## src/rtl/demux_1_2_32_reg_if.sv

```systemverilog
// Handshake bundle for demux_1_2_32_reg: one valid/ready input port, two valid/ready output channels.
// master = word producer and channel consumers (the environment), slave = the demux itself.
interface demux_1_2_32_reg_if #(
    parameter int WIDTH = 32
);
    logic [WIDTH-1:0] in_data;
    logic             in_sel;
    logic             in_valid;
    logic             in_ready;
    logic [WIDTH-1:0] out0_data;
    logic             out0_valid;
    logic             out0_ready;
    logic [WIDTH-1:0] out1_data;
    logic             out1_valid;
    logic             out1_ready;

    modport master (
        output in_data, in_sel, in_valid, out0_ready, out1_ready,
        input  in_ready, out0_data, out0_valid, out1_data, out1_valid
    );

    modport slave (
        input  in_data, in_sel, in_valid, out0_ready, out1_ready,
        output in_ready, out0_data, out0_valid, out1_data, out1_valid
    );
endinterface

```

## src/rtl/demux_1_2_32_reg.sv

```systemverilog
// Registered 1-to-2 demultiplexer with a one-entry buffer per output channel.
// Optional per-channel delivery counters (cnt0/cnt1) are built when DEMUX_STATS_EN is defined.
module demux_1_2_32_reg #(
    parameter int WIDTH = 32,
    parameter int CNT_W = 16
) (
    input  logic                 clk,
    input  logic                 rst,
    demux_1_2_32_reg_if.slave    bus
`ifdef DEMUX_STATS_EN
    ,
    output logic [CNT_W-1:0]     cnt0,
    output logic [CNT_W-1:0]     cnt1
`endif
);

    typedef enum logic {
        EMPTY = 1'b0,
        FULL  = 1'b1
    } ch_state_t;

    ch_state_t        state0_p1;
    ch_state_t        state1_p1;
    logic [WIDTH-1:0] data0_p1;
    logic [WIDTH-1:0] data1_p1;

    logic vld0_p1;
    logic vld1_p1;
    logic in_fire;
    logic take0;
    logic take1;
    logic drain0;
    logic drain1;

    assign vld0_p1 = (state0_p1 == FULL);
    assign vld1_p1 = (state1_p1 == FULL);

    // Only the selected channel's occupancy and consumer gate the input.
    assign bus.in_ready = bus.in_sel ? (~vld1_p1 | bus.out1_ready)
                                     : (~vld0_p1 | bus.out0_ready);

    assign in_fire = bus.in_valid & bus.in_ready;
    assign take0   = in_fire & ~bus.in_sel;
    assign take1   = in_fire &  bus.in_sel;
    assign drain0  = vld0_p1 & bus.out0_ready;
    assign drain1  = vld1_p1 & bus.out1_ready;

    // Input stage -> channel buffers (p1)
    always_ff @(posedge clk) begin
        if (rst) begin
            state0_p1 <= EMPTY;
            state1_p1 <= EMPTY;
            data0_p1  <= '0;
            data1_p1  <= '0;
        end else begin
            case (state0_p1)
                EMPTY: if (take0) begin
                    state0_p1 <= FULL;
                    data0_p1  <= bus.in_data;
                end
                FULL: if (take0) begin
                    data0_p1  <= bus.in_data;
                end else if (drain0) begin
                    state0_p1 <= EMPTY;
                end
                default: state0_p1 <= EMPTY;
            endcase

            case (state1_p1)
                EMPTY: if (take1) begin
                    state1_p1 <= FULL;
                    data1_p1  <= bus.in_data;
                end
                FULL: if (take1) begin
                    data1_p1  <= bus.in_data;
                end else if (drain1) begin
                    state1_p1 <= EMPTY;
                end
                default: state1_p1 <= EMPTY;
            endcase
        end
    end

    assign bus.out0_valid = vld0_p1;
    assign bus.out0_data  = data0_p1;
    assign bus.out1_valid = vld1_p1;
    assign bus.out1_data  = data1_p1;

`ifdef DEMUX_STATS_EN
    // Delivery counters wrap freely; they count consumer-side transfers.
    always_ff @(posedge clk) begin
        if (rst) begin
            cnt0 <= '0;
            cnt1 <= '0;
        end else begin
            if (drain0) cnt0 <= cnt0 + 1'b1;
            if (drain1) cnt1 <= cnt1 + 1'b1;
        end
    end
`endif

endmodule

```

## src/flat_wrapper.sv

```systemverilog
// flat-port wrapper written by rule: the top's interface ports become plain ports
module demux_1_2_32_reg_flat 
#(
    parameter int WIDTH = 32,
    parameter int CNT_W = 16
)
  (clk, rst, bus_in_data, bus_in_sel, bus_in_valid, bus_out0_ready, bus_out1_ready, bus_in_ready, bus_out0_data, bus_out0_valid, bus_out1_data, bus_out1_valid);
  demux_1_2_32_reg_if #(.WIDTH(WIDTH)) bus_i ();
  input  logic clk;
  input  logic rst;
  input wire logic [$bits(bus_i.in_data)-1:0] bus_in_data;
  input wire logic [$bits(bus_i.in_sel)-1:0] bus_in_sel;
  input wire logic [$bits(bus_i.in_valid)-1:0] bus_in_valid;
  input wire logic [$bits(bus_i.out0_ready)-1:0] bus_out0_ready;
  input wire logic [$bits(bus_i.out1_ready)-1:0] bus_out1_ready;
  output wire logic [$bits(bus_i.in_ready)-1:0] bus_in_ready;
  output wire logic [$bits(bus_i.out0_data)-1:0] bus_out0_data;
  output wire logic [$bits(bus_i.out0_valid)-1:0] bus_out0_valid;
  output wire logic [$bits(bus_i.out1_data)-1:0] bus_out1_data;
  output wire logic [$bits(bus_i.out1_valid)-1:0] bus_out1_valid;
  assign bus_i.in_data = bus_in_data;
  assign bus_i.in_sel = bus_in_sel;
  assign bus_i.in_valid = bus_in_valid;
  assign bus_i.out0_ready = bus_out0_ready;
  assign bus_i.out1_ready = bus_out1_ready;
  assign bus_in_ready = bus_i.in_ready;
  assign bus_out0_data = bus_i.out0_data;
  assign bus_out0_valid = bus_i.out0_valid;
  assign bus_out1_data = bus_i.out1_data;
  assign bus_out1_valid = bus_i.out1_valid;
  demux_1_2_32_reg #(.WIDTH(WIDTH), .CNT_W(CNT_W)) u_core (.clk(clk), .rst(rst), .bus(bus_i));
endmodule
```

## config.mk

```make
export PLATFORM = sky130hd
export DESIGN_NAME = demux_1_2_32_reg_flat
export DESIGN_NICKNAME = d
export VERILOG_FILES = /design/src/rtl/demux_1_2_32_reg_if.sv /design/src/rtl/demux_1_2_32_reg.sv /design/src/flat_wrapper.sv
export SDC_FILE = /design/constraint.sdc
export NUM_CORES = 1
export LEC_CHECK = 0
export BUFFER_PORTS_ARGS = -buffer_cell sky130_fd_sc_hd__buf_2
export CELL_PAD_IN_SITES_DETAIL_PLACEMENT = 1
export CELL_PAD_IN_SITES_GLOBAL_PLACEMENT = 2
export CORE_ASPECT_RATIO = 2
export CORE_UTILIZATION = 32
export CTS_CLUSTER_DIAMETER = 100
export DETAILED_ROUTE_END_ITERATION = 6
export PLACE_DENSITY = 0.89
export SLEW_MARGIN = 20
export SYNTH_ARGS = -nofsm -noshare
export SYNTH_HDL_FRONTEND = slang
export SYNTH_SLANG_ARGS = --single-unit
```

## constraint.sdc

```tcl
create_clock -name clk -period 2.2 [get_ports clk]
set_input_delay 0.22 -clock clk [delete_from_list [all_inputs] [get_ports clk]]
set_output_delay 0.22 -clock clk [all_outputs]
set_load 0.1 [all_outputs]
```

==> flow_metrics.tcl <==
set metrics [dict create \
    synthCells 253 \
    cts.sinks 66 \
    ff2ff_path_depth 4 \
    holdBufCountCts 0 \
    yosysMostFrequentCell "nand2b_1" \
    placedInstanceArea_um2 3340 \
    crit_arrival_ns 1.34 \
    dp_slack_ns 0.786 \
    grt_pass1_wl_um 10800 \
    antenna_found_initial 0 \
    clock_latency_ns 0.33 \
    holdWs_ns 0.167 \
    comb_power_share_pct 21.7 \
    nFillCells 975 \
    startpoint_type "register" \
    dp_cells 443 \
    hold_class "in2reg" \
    power_mw 3.48 \
    reg2reg_to "u_core.bus.out0_data[3]$_SDFFE_PP0P_" \
    grt_max_degree 55 \
    synth.area.top_cells "dfxtp_1 48%, mux2i_1 23%, nand2b_1 22%" \
    synth-async-reset-ratio_pct 0 \
    antenna_left 0 \
    drcViolationCount 0 \
    final_nets 394 \
    cts_tree "built" \
    pwr-share-clk_pct 41.1 \
    crit_family "flip-flops" \
    setup_tns_ns 0 \
    p_int_mw 2.36 \
    grt_pass1_vias 2287 \
    slew_headroom_pct 65.9 \
    drive_above_1_share_pct 35.2 \
    clockBufferDepth 2 \
    n_antenna_cell 0 \
    core_um2 8350 \
    synth_commonest_cells "96 x nand2b_1, 66 x dfxtp_1, 64 x mux2i_1" \
    hold_depth 3 \
    yosys_warnings 0 \
    synth_area_leader_cell "dfxtp_1" \
    overflow 0 \
    io_buffers 104 \
    worst-path-buf-inv 1 \
    reg2reg_from "u_core.bus.out0_valid$_SDFF_PP0_" \
    die_area_um2 9050 \
    cp-end-kind "output pin" \
    drt_pass1_iterations 4 \
    io_pins 105 \
    hold_end "u_core.bus.out1_data[25]$_SDFFE_PP0P_" \
    numCtsBuffers 9 \
    maxSlewViolCount 0 \
    post-route-util_pct 43.6 \
    power_frac_seq_pct 37.2 \
    drt_iter0_drc 47 \
    cp_slowest_cell "dfxtp_1" \
    cts-htree-levels 3 \
    area_growth_pct 31.5 \
    synth_fp_nets 291 \
    cp_max_fo 4 \
    wl_per_cell_um 15.0 \
    syn_area_per_cell_um2 10.9 \
    cellPowerDensity_nw_per_um2 956 \
    rrSetupSlack_ns 0.81 \
    final_hold_viol_count 0 \
    vdd_drop_max_uv 596 \
    dp_hpwl_um 5000 \
    post_cts_buffers 0 \
    placementRows 47 \
    required_ns 1.98 \
    yosysUniqueCellTypes 15 \
    avgViaCountPerCell 4.56 \
    design_area_um2 3640 \
    path_clk_slew_ns 0.05 \
    routed_wl_um 6870 \
    cts_root_buf "clkbuf_16" \
    hold_start "bus_in_data[25]" \
    postCtsResizedCells 0 \
    vias 2094 \
    fin_skew_ns 0.00410 \
    status "completed" \
    syn-cell-area_um2 2770 \
    worstMarginPinSlew_ns 0.510 \
    die_w_um 67.8 \
    gp_congestion 0.755 \
    worst-setup-path-type "reg2out" \
    maxCapViolCount 0 \
    cp_slowest_stage_delay_ns 0.38 \
    yosys_register_bits 66 \
    finalCritPeriodShare_pct 70.7 \
    dieHeight_um 134 \
    cp_num_cells 3 \
    floorplan.initialDensity_pct 33.2 \
    final_cells 459 \
    power_switching_mw 1.12 \
    synth-seq-area-share_pct 47.7 \
    setup_ws_ns 0.644 \
    synth-edff-count 0 \
    max_clock_freq_ghz 0.643 \
    sw_frac_of_total_pct 32.2 \
    min_period_ns 1.56 \
    setup_viol 0 \
    synth_flop_cell "dfxtp_1" \
    cp_cell_sequence "nand2b_4, mux2_2, buf_2" \
    grt_usage_pct 16.4 \
    rsz0062_at_grt "no" \
    yosys.area.top_type_share_pct 47.7 \
    leakage_nw 1.79 \
]
-- worst max-delay path by stage --
stage	from	slack, ns	end
finish	u_core.bus.out1_valid$_SDFF_PP0_	0.64	bus_in_ready
floorplan	u_core.bus.out0_valid$_SDFF_PP0_	0.42	bus_in_ready
CTS	u_core.bus.out1_valid$_SDFF_PP0_	0.63	bus_in_ready
global placement	bus_out0_ready	0.84	u_core.bus.out0_data[4]$_SDFFE_PP0P_
detailed placement	bus_out0_ready	0.79	u_core.bus.out0_data[3]$_SDFFE_PP0P_
global route	u_core.bus.out0_valid$_SDFF_PP0_	0.61	bus_in_ready
-- logic make-up after synthesis --
group                  after synthesis  share of synthesized area (%)
and+or+nand+nor                    102                           23.8
DFF                                 66                           47.7
muxes                               65                           23.5
buffers and inverters               18                           4.56
AOI/OAI and AO/OA                    2                          0.362
-- per-layer routing --
layer / track usage, % / vias to the layer above / part of all wire (%)
met5: 0 / - / 0
met4: 9.61 / 0 / 3.1
met3: 4.37 / 18 / 4.8
met2: 29.6 / 61 / 56
met1: 15.7 / 985 / 36
li1: - / 1030 / -
-- layout by cell type, fill, tap and decap left out --
| cell type | count |
|---|---|
| bufinv_16 | 1 |
| nand2b_4 | 2 |
| and3b_4 | 1 |
| mux2i_1 | 64 |
| nand3_1 | 1 |
| a21oi_1 | 2 |
| dfxtp_1 | 66 |
| buf_2 | 104 |
| clkbuf_16 | 9 |
| buf_12 | 1 |
| clkbuf_1 | 3 |
| buf_4 | 5 |
| and3_1 | 1 |
| nand3b_1 | 1 |
| mux2_2 | 1 |
| clkinv_2 | 1 |
| nand2b_1 | 96 |
| clkbuf_8 | 2 |
-- area by class of cell --
class / count / area (µm²) / share of cell area [%]
Timing Repair Buffer: 110 / 578 / 15.9
Sequential cell: 66 / 1320 / 36.3
Clock buffer: 14 / 264 / 7.25
Clock inverter: 2 / 35.0 / 0.962
Multi-Input combinational cell: 169 / 1320 / 36.3
Tap cell: 98 / 123 / 3.37
-- worst register-to-register path, cell delays in order, from the launching register on --
cell	delay, ns
dfxtp_1	0.37
nand2b_4	0.08
nand3b_1	0.38
buf_4	0.29
mux2i_1	0.20
-- sequential cells by signal, summed over array words and instances, names as in the netlist --
signal	flops
u_core.bus.out0_data	32
u_core.bus.out1_data	32
u_core.bus.out0_valid	1
u_core.bus.out1_valid	1
-- power by group through the flow --
| stage | clock network [mW] | registers (mW) | logic (mW) |
|---|---|---|---|
| after detailed placement | 0 | 1.32 | 0.764 |
| final | 1.43 | 1.30 | 0.757 |
| after global placement | 0 | 1.32 | 0.753 |
| after global routing | 1.53 | 1.30 | 0.787 |
| after CTS | 1.47 | 1.30 | 0.765 |
| after floorplan | 0 | 1.77 | 0.181 |
No activity file was read; power rests on OpenSTA's default activity.
